File: src/rtl/muldiv_unit_if.sv
// Operand/result bus between the register-file side and the iterative multiply/divide unit.
interface muldiv_unit_if #(
  parameter int WIDTH = 16
);
  logic             start;
  logic [1:0]       op;
  logic [WIDTH-1:0] opa;
  logic [WIDTH-1:0] opb;
  logic             busy;
  logic             done;
  logic             dbz;
  logic [WIDTH-1:0] result;

  modport master (output start, op, opa, opb, input busy, done, dbz, result);
  modport slave  (input start, op, opa, opb, output busy, done, dbz, result);
endinterface

File: src/rtl/muldiv_unit.sv
// Iterative WIDTH-bit multiply (shift-add) / unsigned restoring divide, one iteration per clock.
// Optional MULDIV_EARLY_OUT_EN: MUL stops once the multiplier is exhausted, divide-by-zero skips RUN.
module muldiv_unit #(
  parameter int WIDTH = 16
) (
  input  logic         Clk,
  input  logic         Reset,
  muldiv_unit_if.slave bus
);
  localparam int CW = $clog2(WIDTH);
  localparam logic [1:0] OP_MUL  = 2'b00;
  localparam logic [1:0] OP_DIVU = 2'b01;
  localparam logic [1:0] OP_REMU = 2'b10;

  typedef enum logic [1:0] {IDLE, RUN, DONE} state_t;

  state_t           state_reg;
  logic [1:0]       op_reg;
  logic [WIDTH-1:0] a_reg, b_reg, acc_reg, rem_reg;
  logic [CW-1:0]    count_reg;
  logic             busy_reg, done_reg, dbz_reg;
  logic [WIDTH-1:0] result_reg;

  logic [WIDTH-1:0] a_next, b_next, acc_next, rem_next, result_next;
  logic [WIDTH:0]   rem_shift, rem_diff;
  logic             q_bit, dbz_next, last_iter;

  // a_reg doubles as multiplicand (shifted left) and dividend/quotient shift register.
  always_comb begin
    rem_shift   = {rem_reg, a_reg[WIDTH-1]};
    rem_diff    = rem_shift - {1'b0, b_reg};
    q_bit       = ~rem_diff[WIDTH];
    a_next      = a_reg;
    b_next      = b_reg;
    acc_next    = acc_reg;
    rem_next    = rem_reg;
    if (op_reg == OP_MUL) begin
      acc_next = acc_reg + (b_reg[0] ? a_reg : '0);
      a_next   = a_reg << 1;
      b_next   = b_reg >> 1;
    end else begin
      rem_next = q_bit ? rem_diff[WIDTH-1:0] : rem_shift[WIDTH-1:0];
      a_next   = {a_reg[WIDTH-2:0], q_bit};
    end
    case (op_reg)
      OP_MUL:  result_next = acc_next;
      OP_DIVU: result_next = a_next;
      OP_REMU: result_next = rem_next;
      default: result_next = '0;
    endcase
    dbz_next  = ((op_reg == OP_DIVU) || (op_reg == OP_REMU)) && (b_reg == '0);
`ifdef MULDIV_EARLY_OUT_EN
    last_iter = (count_reg == CW'(WIDTH-1)) || ((op_reg == OP_MUL) && (b_next == '0));
`else
    last_iter = (count_reg == CW'(WIDTH-1));
`endif
  end

  always_ff @(posedge Clk) begin
    if (Reset) begin
      state_reg  <= IDLE;
      op_reg     <= '0;
      a_reg      <= '0;
      b_reg      <= '0;
      acc_reg    <= '0;
      rem_reg    <= '0;
      count_reg  <= '0;
      busy_reg   <= 1'b0;
      done_reg   <= 1'b0;
      dbz_reg    <= 1'b0;
      result_reg <= '0;
    end else begin
      case (state_reg)
        IDLE: begin
          done_reg <= 1'b0;
          if (bus.start) begin
            op_reg    <= bus.op;
            a_reg     <= bus.opa;
            b_reg     <= bus.opb;
            acc_reg   <= '0;
            rem_reg   <= '0;
            count_reg <= '0;
`ifdef MULDIV_EARLY_OUT_EN
            if (((bus.op == OP_DIVU) || (bus.op == OP_REMU)) && (bus.opb == '0)) begin
              state_reg  <= DONE;
              done_reg   <= 1'b1;
              dbz_reg    <= 1'b1;
              result_reg <= (bus.op == OP_DIVU) ? '1 : bus.opa;
            end else begin
              state_reg <= RUN;
              busy_reg  <= 1'b1;
            end
`else
            state_reg <= RUN;
            busy_reg  <= 1'b1;
`endif
          end
        end
        RUN: begin
          a_reg     <= a_next;
          b_reg     <= b_next;
          acc_reg   <= acc_next;
          rem_reg   <= rem_next;
          count_reg <= count_reg + 1'b1;
          if (last_iter) begin
            state_reg  <= DONE;
            busy_reg   <= 1'b0;
            done_reg   <= 1'b1;
            result_reg <= result_next;
            dbz_reg    <= dbz_next;
          end
        end
        DONE: begin
          done_reg  <= 1'b0;
          state_reg <= IDLE;
        end
        default: state_reg <= IDLE;
      endcase
    end
  end

  assign bus.busy   = busy_reg;
  assign bus.done   = done_reg;
  assign bus.dbz    = dbz_reg;
  assign bus.result = result_reg;
endmodule

File: src/flat_wrapper.sv
// flat-port wrapper written by rule: the top's interface ports become plain ports
module muldiv_unit_flat 
#(
  parameter int WIDTH = 16
)
  (Clk, Reset, bus_start, bus_op, bus_opa, bus_opb, bus_busy, bus_done, bus_dbz, bus_result);
  muldiv_unit_if #(.WIDTH(WIDTH)) bus_i ();
  input  logic Clk;
  input  logic Reset;
  input wire logic [$bits(bus_i.start)-1:0] bus_start;
  input wire logic [$bits(bus_i.op)-1:0] bus_op;
  input wire logic [$bits(bus_i.opa)-1:0] bus_opa;
  input wire logic [$bits(bus_i.opb)-1:0] bus_opb;
  output wire logic [$bits(bus_i.busy)-1:0] bus_busy;
  output wire logic [$bits(bus_i.done)-1:0] bus_done;
  output wire logic [$bits(bus_i.dbz)-1:0] bus_dbz;
  output wire logic [$bits(bus_i.result)-1:0] bus_result;
  assign bus_i.start = bus_start;
  assign bus_i.op = bus_op;
  assign bus_i.opa = bus_opa;
  assign bus_i.opb = bus_opb;
  assign bus_busy = bus_i.busy;
  assign bus_done = bus_i.done;
  assign bus_dbz = bus_i.dbz;
  assign bus_result = bus_i.result;
  muldiv_unit #(.WIDTH(WIDTH)) u_core (.Clk(Clk), .Reset(Reset), .bus(bus_i));
endmodule
File: config.mk
export PLATFORM = sky130hd
export DESIGN_NAME = muldiv_unit_flat
export DESIGN_NICKNAME = d
export VERILOG_FILES = /design/src/rtl/muldiv_unit_if.sv /design/src/rtl/muldiv_unit.sv /design/src/flat_wrapper.sv
export SDC_FILE = /design/constraint.sdc
export NUM_CORES = 1
export LEC_CHECK = 0
export CAP_MARGIN = 20
export CORE_UTILIZATION = 58
export CTS_CLUSTER_DIAMETER = 30
export CTS_CLUSTER_SIZE = 28
export DETAILED_ROUTE_END_ITERATION = 8
export DONT_BUFFER_PORTS = 1
export HOLD_SLACK_MARGIN = 0.08
export PLACE_DENSITY = 0.74
export SETUP_SLACK_MARGIN = 0.02
export SLEW_MARGIN = 10
export SYNTH_ARGS = -nofsm -noshare
export SYNTH_HDL_FRONTEND = slang
export SYNTH_SLANG_ARGS = --single-unit
export TNS_END_PERCENT = 5
File: constraint.sdc
create_clock -name Clk -period 2.82 [get_ports Clk]
set_clock_uncertainty 0.2 [all_clocks]
set_input_delay 0.282 -clock Clk [delete_from_list [all_inputs] [get_ports Clk]]
set_output_delay 0.282 -clock Clk [all_outputs]
set_load 0.005 [all_outputs]
==> results.txt, run 1 <==
- The number of global-route vias before repair came to 5906.
- Non-filler instance count after layout: 993
* Count of inserted antenna diode cells: 0
* Largest net degree at the start of global routing: 85
* Number of levels in the clock H-tree: 3
* Violated checks: setup timing
* Initial core utilization: 0.5945
- Reg-to-Reg Start: u_core.a_reg[15]$_SDFFE_PP0P_
- Of the post-synthesis cell area, the dominant cell type holds 0.3149.
* Cells after Synth: 737
- Area of the mapped netlist: 5784 um2
* Slowest cell on the critical path: sky130_fd_sc_hd__mux2_2
- In this run, placement finished with an instance count of 918.
- The congestion estimate from routability-driven global placement came to 0.9122.
- The layout has 691 filler cells.
- The number of buffers and inverters on the critical path is 3.
* Total detailed-routing wirelength: 19450 um
- For flop-to-flop paths, the worst setup slack is -180 ps.
- Multi-input gate area: 3901 um2
- The hold violation count in the final report is 0.
- Ranked by total cell area, the synthesized netlist is headed by sky130_fd_sc_hd__dfxtp_1 31%, sky130_fd_sc_hd__ha_1 8.0%, sky130_fd_sc_hd__a21oi_1 5.9%.
- For this run, design rule violations remaining after detail routing come to 0.
- Global-route wire length before repair: 29160 um
- The pre-antenna-repair detailed-routing pass consisted of 5 iterations.
- Area of the placeable core: 9729 um2
* Depth of the worst register-to-register path: 13
- P per Cell Area: 462.0 nW/um2
- Global routing finished with a remaining overflow of 0.
* Post-route antenna net violation count: 0
- The HPWL after detailed placement is 12810 um.
- Worst VDD drop: 0.0004516 V
- Total setup violations reported at the end of the flow: 26
- CP Depth: 13
* Number of warning messages in the yosys log: 0
* Final critical-path share of the clock period: 1.065
* Max Root-Sink Buffers: 2
- Cell breakdown of the critical path: inv_2 > ha_4 > inv_2 > fa_2 > a21oi_4 > o21ai_2 > nand3_2 > a211o_1 > nand3_1 > buf_4 > mux2_2 > o211ai_1 > a21oi_1
* Clock transition at the registers of the reported paths: 90 ps
- Synthesized net count: 813
* Top-level I/O count: 56
- Max incr delay on CP: 380 ps
* Syn Area/Cell: 7.848 um2
- The final route contains 6368 vias.
- The worst setup path is captured at a flip-flop.
- Data required time at the worst endpoint: 2880 ps
- Kind of launch point of the worst setup path: flip-flop
- Post-synthesis sequential element count: 91
* TritonCTS clock tree: built
- Top flip-flop cell by instance count after synthesis: sky130_fd_sc_hd__dfxtp_1
- In the global route stage, overall resource usage came out at 0.3682.
* Final setup slack of the worst path: -182.5 ps
* Final Net Count: 931
- Largest area contributor in the synthesized netlist: sky130_fd_sc_hd__dfxtp_1
- Commonest cells in the netlist: 91 x sky130_fd_sc_hd__dfxtp_1, 86 x sky130_fd_sc_hd__nand2_1, 81 x sky130_fd_sc_hd__nor2_1
- Clock tree synthesis inserted a total of 9 buffers.
- Floorplan die area: 10380 um2
* Hold Path Class: input pin to flip-flop
- Run status: finished, violations left
* Pre-CTS setup slack: -402.3 ps
* Maximum clock rate: 0.3331 GHz
* Distinct cell type count of the synthesized netlist: 61
- For the pin with the worst max-slew slack, the measured transition is 1008 ps.
* Clock insertion delay at the later pin of the skew report: 390 ps
- In the final layout, flip-flops and latches occupy 1827 um2.
- At the worst endpoint, the arrival time is 3060 ps.
- Most instantiated library cell after synthesis: sky130_fd_sc_hd__dfxtp_1
- Root buffer cell: sky130_fd_sc_hd__clkbuf_8
- Die Ht: 101.9 um
* Sequential fraction of the synthesis area: 0.3149
- The initial antenna violation count came to 0.
- In this run, the number of DRC markers left after iteration 0 of detailed routing was 513.
- Wire per inst: 19.58 um
- DR vias/cell: 6.413
* Final critical-path required period: 3002 ps
- Along the worst path, the maximum fanout reaches 6.
- Layout overhead on the synthesized area: 29.70%
- Counting flops with a built-in enable in the synthesized netlist gives 0.
- The worst register-to-register path ends at u_core.bus.result[11]$_SDFFE_PP0P_.
* Cell type group with the largest total delay on the critical path: compound AO/OA/AOI/OAI gates
- The die is 101.9 um wide.
* Count of buffers inserted at the top-level ports: 0
* Critical Setup Path Class: flip-flop to flip-flop
* Reported max-cap violation count: 0
- Share of layout cells above drive strength 1: 0.2023
- Clock tree sinks: 91
- In this run the core area contains 36 standard-cell rows.
- By instance count, the cell type seen most on the critical path is sky130_fd_sc_hd__inv_2.
* Async set or reset register ratio after synthesis: 0
- In this run the tightest slew margin relative to its limit is 0.3279.
* Leakage component of the power: 3.146 nW
* Critical path origin: u_core.a_reg[15]$_SDFFE_PP0P_
* Final max-slew violation count: 0
* Unrepaired setup endpoints after global routing: true
- In this run the worst setup path terminates at u_core.bus.result[11]$_SDFFE_PP0P_.
what timing repair did:
action                                  in CTS  in global routing
pin swaps                                   15                 14
buffers inserted                             3                  2
hold buffers                                35                 18
gates resized for setup                     29                 19
endpoints found under the setup margin      32                 37
cloned                                       0                  0
endpoints found under the hold margin       91                 47
worst min-delay path by stage:
| stage | cells past startpoint | slack (ps) | startpoint | endpoint |
|---|---|---|---|---|
| 2_1_floorplan | 2 | 220 | bus_op[1] | u_core.op_reg[1]$_SDFFE_PP0P_ |
| 3_5_place_dp | 1 | 160 | Reset | u_core.a_reg[12]$_SDFFE_PP0P_ |
| 6_report | 3 | 100 | bus_start | u_core.b_reg[2]$_SDFFE_PP0P_ |
| 4_1_cts | 1 | -240 | Reset | u_core.rem_reg[6]$_SDFFE_PP0P_ |
| 5_1_grt | 3 | 90 | bus_start | u_core.b_reg[14]$_SDFFE_PP0P_ |
| 3_3_place_gp | 1 | 160 | Reset | u_core.a_reg[14]$_SDFFE_PP0P_ |
per-layer routing:
metal  global-route usage  wire (um)  vias to the layer above
met2               0.5655       8841                      348
met1               0.4744       7843                     3007
li1                     -          -                     2935
met5                    0          0                        -
met3               0.1163       1988                       78
met4               0.1659        772                        0
logic make-up after synthesis:
group	after synthesis	synth area share
DFF	91	0.3149
AOI/OAI and AO/OA	242	0.2864
buffers and inverters	73	0.04953
adders and majority gates	39	0.08696
muxes	14	0.02639
xor gates and xnor gates	18	0.02726
and+or+nand+nor	260	0.2085
stage by stage:
step / util / hold WS (ps) / power (mW) / TNS, ps / area [um2]
3_3_place_gp: 0.6658 / 158.3 / 2.280 / -1523 / 6477
4_1_cts: 0.7409 / -244.7 / 3.362 / -589.1 / 7208
5_1_grt: 0.7711 / 92.99 / 3.604 / -5384 / 7502
3_5_place_dp: 0.6669 / 162.4 / 2.310 / -2990 / 6489
6_report: 0.7711 / 96.37 / 3.466 / -2080 / 7502
2_1_floorplan: - / 218.0 / 2.002 / -107.6 / 5798
layout by cell type (no fill, tap or decap), drive strengths merged, types with 4 or more instances in the layout:
cell         Yosys  final
nand2b          13     13
clkbuf          37     11
ha              37     37
mux2            10     10
a31oi            9      9
and3             4      4
a21o             9      9
o22ai            5      5
nand2           86     86
o31ai            8      8
a21oi           68     68
nor3             5      5
dfxtp           91     91
a211oi           6      6
buf              6     98
nor4             5      5
xnor2            9      9
a22oi           35     35
nor2            81     81
o211ai          12     12
dlygate4sd3      0     52
xor2             9      9
a211o            5      5
a221oi           4      4
a311o            5      5
a32oi            4      4
a311oi          17     17
or3              4      4
nand3           21     21
o21a             5      5
inv             30     31
nand4            6      6
mux2i            4      4
or2              4      4
o21ai           29     29
and2            18     18
worst register-to-register path: cells and delay by family (launching register included):
family / cells / cell delay [ps]
fa+ha+maj: 2 / 390
compound gates: 5 / 1020
flops: 1 / 350
mux: 1 / 380
simple gates: 2 / 250
buf+inv: 3 / 280
power by group:
group	switching (mW)	internal (mW)
combinational	0.590	0.479
clock	0.503	0.507
sequential	0.0466	1.34
total	1.14	2.33
area by class of cell:
type,instances,share of cell area
Clock buffer,11,0.01751
Tap cell,133,0.02218
Inverter,30,0.01501
Clock inverter,5,0.01151
Multi-Input combinational cell,573,0.5200
Timing Repair Buffer,150,0.1703
Sequential cell,91,0.2435
Note: power is estimated with default switching activity, not from simulation.
==> inputs of run 2 (changes only) <==
--- a/config.mk
+++ b/config.mk
@@ -13,6 +13,7 @@
 export DONT_BUFFER_PORTS = 1
 export HOLD_SLACK_MARGIN = 0.08
 export PLACE_DENSITY = 0.74
+export REMOVE_ABC_BUFFERS = 1
 export SETUP_SLACK_MARGIN = 0.02
 export SLEW_MARGIN = 10
 export SYNTH_ARGS = -nofsm -noshare
==> run 2 against run 1 <==
  * Combinational power hardly changed
  * Register-to-register slack better by 20 ps
  * Non-clock buffer count down 13
  * Die area unchanged
  * The flow still finishes with violations (setup timing)
  * First-iteration DRC count is 16% lower
  * Power shrank 4.9%
  * Critical path depth unchanged
  * Clock power decreased by 16%
==> results.txt, run 2 (synthesis results as in run 1) <==
- CP most frequent cell: sky130_fd_sc_hd__buf_4
- The sequential cell area was 1828 um2 (about the same).
- Max incr delay on CP: 380 ps (about the same)
* Max Root-Sink Buffers: 2 (unchanged)
- The maximum number of pins on one net before global-route repair came to 84 (-1.2%).
* Final Net Count: 918 (-1.4%)
* Non-filler instance count after layout: 980 (-1.3%)
- The number of fill cells in the layout is 718 (+3.9%).
- The number of global-route vias before repair is 5825 (-1.4%).
* Antenna violations before repair: 0 (unchanged)
* Endpoint kind of the worst setup timing path: flip-flop
- R2r endpoint: u_core.acc_reg[15]$_SDFFE_PP0P_
- The data required time at the worst endpoint is 2930 ps (+50 ps).
- The first-pass GRT wire length is 28540 um (-2.1%).
- The peak ir drop on the vdd network was 0.0003888 V (-14%).
- The final weighted congestion of routability-driven global placement came to 0.9051 (-0.78%).
- Area of the placeable core: 9729 um2 (unchanged)
- The worst setup path is of the flip-flop to flip-flop kind.
- Overall routing resource usage: 0.3589 (-0.009340)
- The number of vias per cell after detailed routing came to 6.358 (-0.85%).
- The fraction of layout instances using a drive strength above 1 came to 0.2196 (+0.01727).
* Count of inserted antenna diode cells: 0 (unchanged)
- Worst Hold End: u_core.b_reg[1]$_SDFFE_PP0P_
- Final Hold Viols: 0 (unchanged)
* Clock transition at the registers of the reported paths: 100 ps (about the same)
- Headroom to the max-slew limit: 0.3840 (+0.05606)
* Total setup violations reported at the end of the flow: 12 (-54%)
* Standard-cell rows: 36 (unchanged)
* Kind of launch point of the worst setup path: flip-flop
- The residual antenna-violating net count after detailed routing came to 0 (unchanged).
* Number of levels in the clock H-tree: 3 (unchanged)
- Depth of the worst register-to-register path: 13 (unchanged)
- R2R Setup Slk: -160 ps (+20 ps)
- Final critical-path share of the clock period: 1.057 (-0.007282)
- Clock insertion delay at the later pin of the skew report: 390 ps (about the same)
- Design Power: 3.297 mW (-4.9%)
- Among cell families on the critical path, the largest total delay comes from compound AO/OA/AOI/OAI gates.
- The multi-input logic area came to 3980 um2 (+2.0%).
- The final reports fail on setup timing.
- Run status: finished, violations left
- The number of buffer cells added on primary ports came to 0 (unchanged).
* Number of DRC markers after the initial detailed-route iteration: 433 (-16%)
- Slowest cell on the critical path: sky130_fd_sc_hd__dfxtp_4
- Root buffer cell: sky130_fd_sc_hd__clkbuf_8
- Wire per inst: 19.03 um (-2.8%)
- The transition at the pin with the smallest max-transition slack is 924.1 ps (-84.09 ps).
- Instance count after placement with tap cells included: 915 (-0.33%)
* Layout overhead on the synthesized area: 28.42%
- P per Cell Area: 443.9 nW/um2 (-3.9%)
* Floorplan die area: 10380 um2 (unchanged)
* Launch point of the worst hold path: bus_start
- In this run the worst setup path begins at u_core.b_reg[0]$_SDFFE_PP0P_.
- Clock tree sinks: 91 (unchanged)
* Final critical-path required period: 2982 ps (-20.54 ps)
- The number of max-cap violations came to 0 (unchanged).
* Unrepaired setup endpoints after global routing: true
* Die Ht: 101.9 um (unchanged)
* Number of cells on the worst hold path: 3 (unchanged)
- TritonCTS clock tree: built
- Most frequent standard cell in the layout excluding fill and tap cells: sky130_fd_sc_hd__buf_4
- Worst EP arrival: 3090 ps (+30 ps)
- Residual DRC: 0 (unchanged)
- Maximum clock rate: 0.3354 GHz (+0.69%)
* Initial core utilization: 0.5945 (unchanged)
- Cell breakdown of the critical path: buf_8 > and2_1 > ha_4 > a21o_1 > o22ai_2 > a2111oi_4 > buf_4 > o21a_1 > o211ai_1 > buf_4 > a21oi_2 > o21ai_1 > a21oi_1
* Number of CTS-inserted buffers: 9 (unchanged)
* Final setup slack of the worst path: -161.9 ps (+20.54 ps)
- Detailed Routing Iterations Pass 1: 5 (unchanged)
- Bufs and invs on worst path: 3 (unchanged)
* Top-level I/O count: 56 (unchanged)
- Commonest cells after routing, fill and taps aside: 96 x sky130_fd_sc_hd__buf_4, 88 x sky130_fd_sc_hd__dfxtp_1, 85 x sky130_fd_sc_hd__nand2_1, 81 x sky130_fd_sc_hd__nor2_1, 61 x sky130_fd_sc_hd__a21oi_1
- Final max-slew violation count: 0 (unchanged)
- In this run the critical register-to-register path is launched from u_core.b_reg[0]$_SDFFE_PP0P_.
* Remaining global-route overflow: 0 (unchanged)
* Total detailed-routing wirelength: 18650 um (-4.1%)
* Hold Path Class: input pin to flip-flop
* HPWL after detailed placement: 12370 um (-3.4%)
* Leakage component of the power: 3.037 nW (-3.5%)
* Width of the die: 101.9 um (unchanged)
- The via count was 6231 (-2.2%).
* Peak fanout along the critical path: 11 (+5)
## run 2: where the power goes
part / switching [mW] / leakage [nW] / internal [mW]
clock network: 0.506 / 0.0843 / 0.343
registers: 0.0474 / 0.742 / 1.34
logic: 0.587 / 2.21 / 0.472
## run 2: cell type report
| cell class | instances | share of cell area |
|---|---|---|
| Clock buffer | 10 | 0.01853 |
| Clock inverter | 6 | 0.005558 |
| Inverter | 30 | 0.01516 |
| Multi-Input combinational cell | 573 | 0.5358 |
| Sequential cell | 91 | 0.2461 |
| Tap cell | 133 | 0.02240 |
| Timing Repair Buffer | 137 | 0.1565 |
## run 2: what timing repair did
| action | in CTS | in global routing |
|---|---|---|
| hold endpoints to repair | 89 | 0 |
| pin swaps | 30 | 20 |
| setup buffers | 8 | 4 |
| gates resized for setup | 42 | 27 |
| hold buffers | 36 | 0 |
| setup endpoints to repair | 37 | 35 |
## run 2: stage by stage
stage               hold WS, ps  setup WS, ps    util  setup TNS [ps]  instance area, um2
detailed placement        159.0        -464.6  0.6628           -6168                6449
global route              90.19        -227.0  0.7635           -1792                7428
CTS                       101.1        -37.32  0.7449          -83.32                7247
finish                    86.48        -161.9  0.7635          -631.1                7428
global placement          157.6        -376.1  0.6628           -2952                6449
floorplan                 151.1         -1079       -          -27010                5610
## run 2: worst max-delay path by stage
stage | end | slack [ps] | depth (start not counted)
2_1_floorplan | u_core.b_reg[0]$_SDFFE_PP0P_ | -1080 | 6
3_3_place_gp | u_core.bus.result[15]$_SDFFE_PP0P_ | -380 | 12
3_5_place_dp | u_core.bus.result[15]$_SDFFE_PP0P_ | -460 | 12
4_1_cts | u_core.bus.result[13]$_SDFFE_PP0P_ | -40 | 12
5_1_grt | u_core.acc_reg[15]$_SDFFE_PP0P_ | -230 | 12
6_report | u_core.acc_reg[15]$_SDFFE_PP0P_ | -160 | 13
## run 2: routing by layer
metal / GRT usage / share of wire
met2: 0.5644 / 0.46
met4: 0.1505 / 0.033
met1: 0.4732 / 0.42
met5: 0 / 0
met3: 0.08550 / 0.087
## run 2: worst register-to-register path, cell delays in order (launching register included)
cell and delay (ps):
sky130_fd_sc_hd__dfxtp_4 380, sky130_fd_sc_hd__buf_8 140, sky130_fd_sc_hd__and2_1 180, sky130_fd_sc_hd__ha_4 300, sky130_fd_sc_hd__a21o_1 160, sky130_fd_sc_hd__o22ai_2 100, sky130_fd_sc_hd__a2111oi_4 370, sky130_fd_sc_hd__buf_4 190
sky130_fd_sc_hd__o21a_1 180, sky130_fd_sc_hd__o211ai_1 170, sky130_fd_sc_hd__buf_4 190, sky130_fd_sc_hd__a21oi_2 130, sky130_fd_sc_hd__o21ai_1 70, sky130_fd_sc_hd__a21oi_1 140
==> inputs of run 3 (changes only) <==
--- a/config.mk
+++ b/config.mk
@@ -5,16 +5,17 @@
 export SDC_FILE = /design/constraint.sdc
 export NUM_CORES = 1
 export LEC_CHECK = 0
-export CAP_MARGIN = 20
+export CAP_MARGIN = 25
 export CORE_UTILIZATION = 58
 export CTS_CLUSTER_DIAMETER = 30
 export CTS_CLUSTER_SIZE = 28
 export DETAILED_ROUTE_END_ITERATION = 8
 export DONT_BUFFER_PORTS = 1
+export GPL_ROUTABILITY_DRIVEN = 1
 export HOLD_SLACK_MARGIN = 0.08
 export PLACE_DENSITY = 0.74
 export REMOVE_ABC_BUFFERS = 1
-export SETUP_SLACK_MARGIN = 0.02
+export SETUP_SLACK_MARGIN = 0.1
 export SLEW_MARGIN = 10
 export SYNTH_ARGS = -nofsm -noshare
 export SYNTH_HDL_FRONTEND = slang
==> run 3 against run 2 <==
  * The flow still finishes with violations (setup timing)
  * Utilization increased by 0.63 points
  * Setup slack got worse by 30 ps
  * Sequential power about the same
  * Worst hold slack got worse by 0.58 ps
  * Design area increased by 0.83%
  * Routed wire length increased by 0.70%
  * Sequential share of layout area decreased by 0.18 points
  * Cell count unchanged
  * Critical path depth unchanged
  * Largest cell class unchanged
  * Highest routed layer unchanged
==> results.txt, run 3 (synthesis results as in run 1) <==
- Run status: finished, violations left
* Violated checks: setup timing
- The register clock-pin slew on the reported worst setup and hold paths came to 100 ps (about the same).
- The maximum fanout encountered on the critical timing path was 11 (unchanged).
- The die width was 101.9 um (unchanged).
* Worst VDD drop: 0.0003926 V (+0.96%)
- RD Place Congestion: 0.9051 (unchanged)
- The library cell used most frequently in the layout, excluding fill and tap cells, is sky130_fd_sc_hd__buf_4.
* Headroom to the max-slew limit: 0.3811 (-0.002911)
* Reg-to-Reg Start: u_core.b_reg[0]$_SDFFE_PP0P_
- The most numerous cell type found on the critical path is sky130_fd_sc_hd__buf_4.
- The residual antenna-violating net count after detailed routing is 0 (unchanged).
- Final critical-path share of the clock period: 1.068 (+0.01074)
- The clock buffer count from CTS is 9 (unchanged).
- Standard-cell rows: 36 (unchanged)
- Number of cells on the worst hold path: 3 (unchanged)
- Share of layout cells above drive strength 1: 0.2290 (+0.009445)
* Bufs and invs on worst path: 3 (unchanged)
* Instance count after placement with tap cells included: 915 (unchanged)
- Hold Path Class: input pin to flip-flop
- Final critical-path required period: 3012 ps (+30.29 ps)
* Root buffer cell: sky130_fd_sc_hd__clkbuf_8
- The count of inserted antenna diode cells is 0 (unchanged).
- The initial antenna violation count came to 0 (unchanged).
* Detailed Routing Iterations Pass 1: 5 (unchanged)
* Maximum clock rate: 0.3320 GHz (-1.0%)
- The maximum number of pins on one net before global-route repair is 84 (unchanged).
- Die Ht: 101.9 um (unchanged)
- In this run the most critical hold path is launched from bus_start.
- In this run the critical register-to-register path is captured at u_core.acc_reg[15]$_SDFFE_PP0P_.
- Total detailed-routing wirelength: 18780 um (+0.70%)
- The number of buffer cells added on primary ports is 0 (unchanged).
- The overall overflow remaining after global route came to 0 (unchanged).
* Via count: 6238 (+0.11%)
* Final max-slew violation count: 0 (unchanged)
- The data required time at the worst endpoint is 2930 ps (about the same).
- Endpoint kind of the worst setup timing path: flip-flop
- The worst hold margin was 85.90 ps (-0.5765 ps).
- The path with the worst hold slack has its endpoint at u_core.b_reg[1]$_SDFFE_PP0P_.
* Worst EP arrival: 3120 ps (+30 ps)
- The depth of the worst register-to-register path is 13 (unchanged).
- Fill cells: 697 (-2.9%)
- Area of the placeable core: 9729 um2 (unchanged)
- HPWL after detailed placement: 12370 um (unchanged)
- The number of levels in the clock H-tree came to 3 (unchanged).
- Clock tree sinks: 91 (unchanged)
* R2R Setup Slk: -190 ps (-30 ps)
- The routed wire length per instance came to 19.16 um (+0.70%).
* Commonest cells after routing, fill and taps aside: 95 x sky130_fd_sc_hd__buf_4, 87 x sky130_fd_sc_hd__dfxtp_1, 84 x sky130_fd_sc_hd__nand2_1, 81 x sky130_fd_sc_hd__nor2_1, 60 x sky130_fd_sc_hd__a21oi_1
- The area growth from synthesis to layout is 29.48%.
- Slew at the pin closest to its max-slew limit: 928.4 ps (+4.367 ps)
- The summed negative setup slack over all endpoints is -690.9 ps (-59.81 ps).
* Number of global-route vias before repair: 5819 (-0.10%)
* DR vias/cell: 6.365 (+0.11%)
- Top-level I/O count: 56 (unchanged)
* Unrepaired setup endpoints after global routing: true
- The clock latency of the later-clocked register in the worst-skew pair came to 380 ps (about the same).
* P per Cell Area: 442.4 nW/um2 (-0.33%)
- Cell breakdown of the critical path: buf_8 > and2_1 > ha_4 > a21o_1 > o22ai_2 > a2111oi_4 > buf_4 > o21a_1 > o211ai_1 > buf_4 > a21oi_2 > o21ai_1 > a21oi_1
- The slowest stage of the critical path belongs to the cell sky130_fd_sc_hd__dfxtp_4.
- TritonCTS clock tree: built
- The violation count after the first detailed-route iteration was 424 (-2.1%).
- The hold violation count in the final report came to 0 (unchanged).
- Max Root-Sink Buffers: 2 (unchanged)
* Floorplan die area: 10380 um2 (unchanged)
- The longest individual stage delay on the worst path was 380 ps (about the same).
* Total setup violations reported at the end of the flow: 10 (-2)
- Residual DRC: 0 (unchanged)
- The starting density of the core was 0.5945 (unchanged).
* Non-filler instance count after layout: 980 (unchanged)
- Reported max-cap violation count: 0 (unchanged)
* Final setup slack of the worst path: -192.2 ps (-30.29 ps)
- Overall routing resource usage: 0.3595 (+0.0005838)
- The leakage power total came to 3.043 nW (+0.19%).
- Kind of launch point of the worst setup path: flip-flop
- Cell type group with the largest total delay on the critical path: compound AO/OA/AOI/OAI gates
* Final Net Count: 918 (unchanged)
- The first-pass GRT wire length is 28560 um (about the same).
- The setup path with the least slack is of type flip-flop to flip-flop.
[run 3: worst register-to-register path: cells and delay by family (launching register included)]
kind                     cells  cell delay [ps]
AO/OA/AOI/OAI                8             1340
buffers and inverters        3              520
flip-flops                   1              380
adder cells (fa/ha/maj)      1              300
AND/OR/NAND/NOR              1              180
[run 3: metrics by stage]
step	util	total power, mW	cell area, um2	worst slack, ps
6_report	0.7698	3.313	7490	-192.2
5_1_grt	0.7698	3.453	7490	-239.4
4_1_cts	0.7483	3.240	7281	-37.32
3_5_place_dp	0.6628	2.295	6449	-464.6
3_3_place_gp	0.6628	2.275	6449	-376.1
2_1_floorplan	-	1.960	5610	-1079
[run 3: timing repair]
action / CTS / global route
buffers inserted: 8 / 4
hold buffers: 36 / 0
gates cloned: 0 / 0
pin swaps: 36 / 28
hold endpoints to repair: 89 / 0
resized for setup: 51 / 29
setup endpoints to repair: 38 / 37
[run 3: final cells by class]
cell class | instances | area [um2] | share of cell area
Clock buffer | 10 | 137.6 | 0.01838
Sequential cell | 91 | 1829 | 0.2442
Clock inverter | 6 | 41.29 | 0.005513
Tap cell | 133 | 166.4 | 0.02222
Multi-Input combinational cell | 573 | 4036 | 0.5389
Timing Repair Buffer | 137 | 1166 | 0.1557
Inverter | 30 | 112.6 | 0.01504
[run 3: per-layer routing]
metal	wire length, um	vias up	track usage
li1	-	2918	-
met1	7831	2973	0.4740
met2	8671	283	0.5624
met3	1591	64	0.08687
met4	682	0	0.1549
met5	0	-	0
[run 3: worst max path at each step]
stage / start / to / slack (ps) / cells after the start
2_1_floorplan: u_core.op_reg[0]$_SDFFE_PP0P_ / u_core.b_reg[0]$_SDFFE_PP0P_ / -1080 / 6
3_3_place_gp: u_core.b_reg[0]$_SDFFE_PP0P_ / u_core.bus.result[15]$_SDFFE_PP0P_ / -380 / 12
3_5_place_dp: u_core.b_reg[0]$_SDFFE_PP0P_ / u_core.bus.result[15]$_SDFFE_PP0P_ / -460 / 12
4_1_cts: u_core.b_reg[0]$_SDFFE_PP0P_ / u_core.bus.result[13]$_SDFFE_PP0P_ / -40 / 12
5_1_grt: u_core.b_reg[0]$_SDFFE_PP0P_ / u_core.acc_reg[15]$_SDFFE_PP0P_ / -240 / 13
6_report: u_core.b_reg[0]$_SDFFE_PP0P_ / u_core.acc_reg[15]$_SDFFE_PP0P_ / -190 / 13
[run 3: power by group]
part           switching (mW)  internal, mW  leakage, nW
clock                   0.504         0.343       0.0843
combinational           0.592         0.484         2.22
sequential             0.0491          1.34        0.743
total                    1.14          2.17         3.04
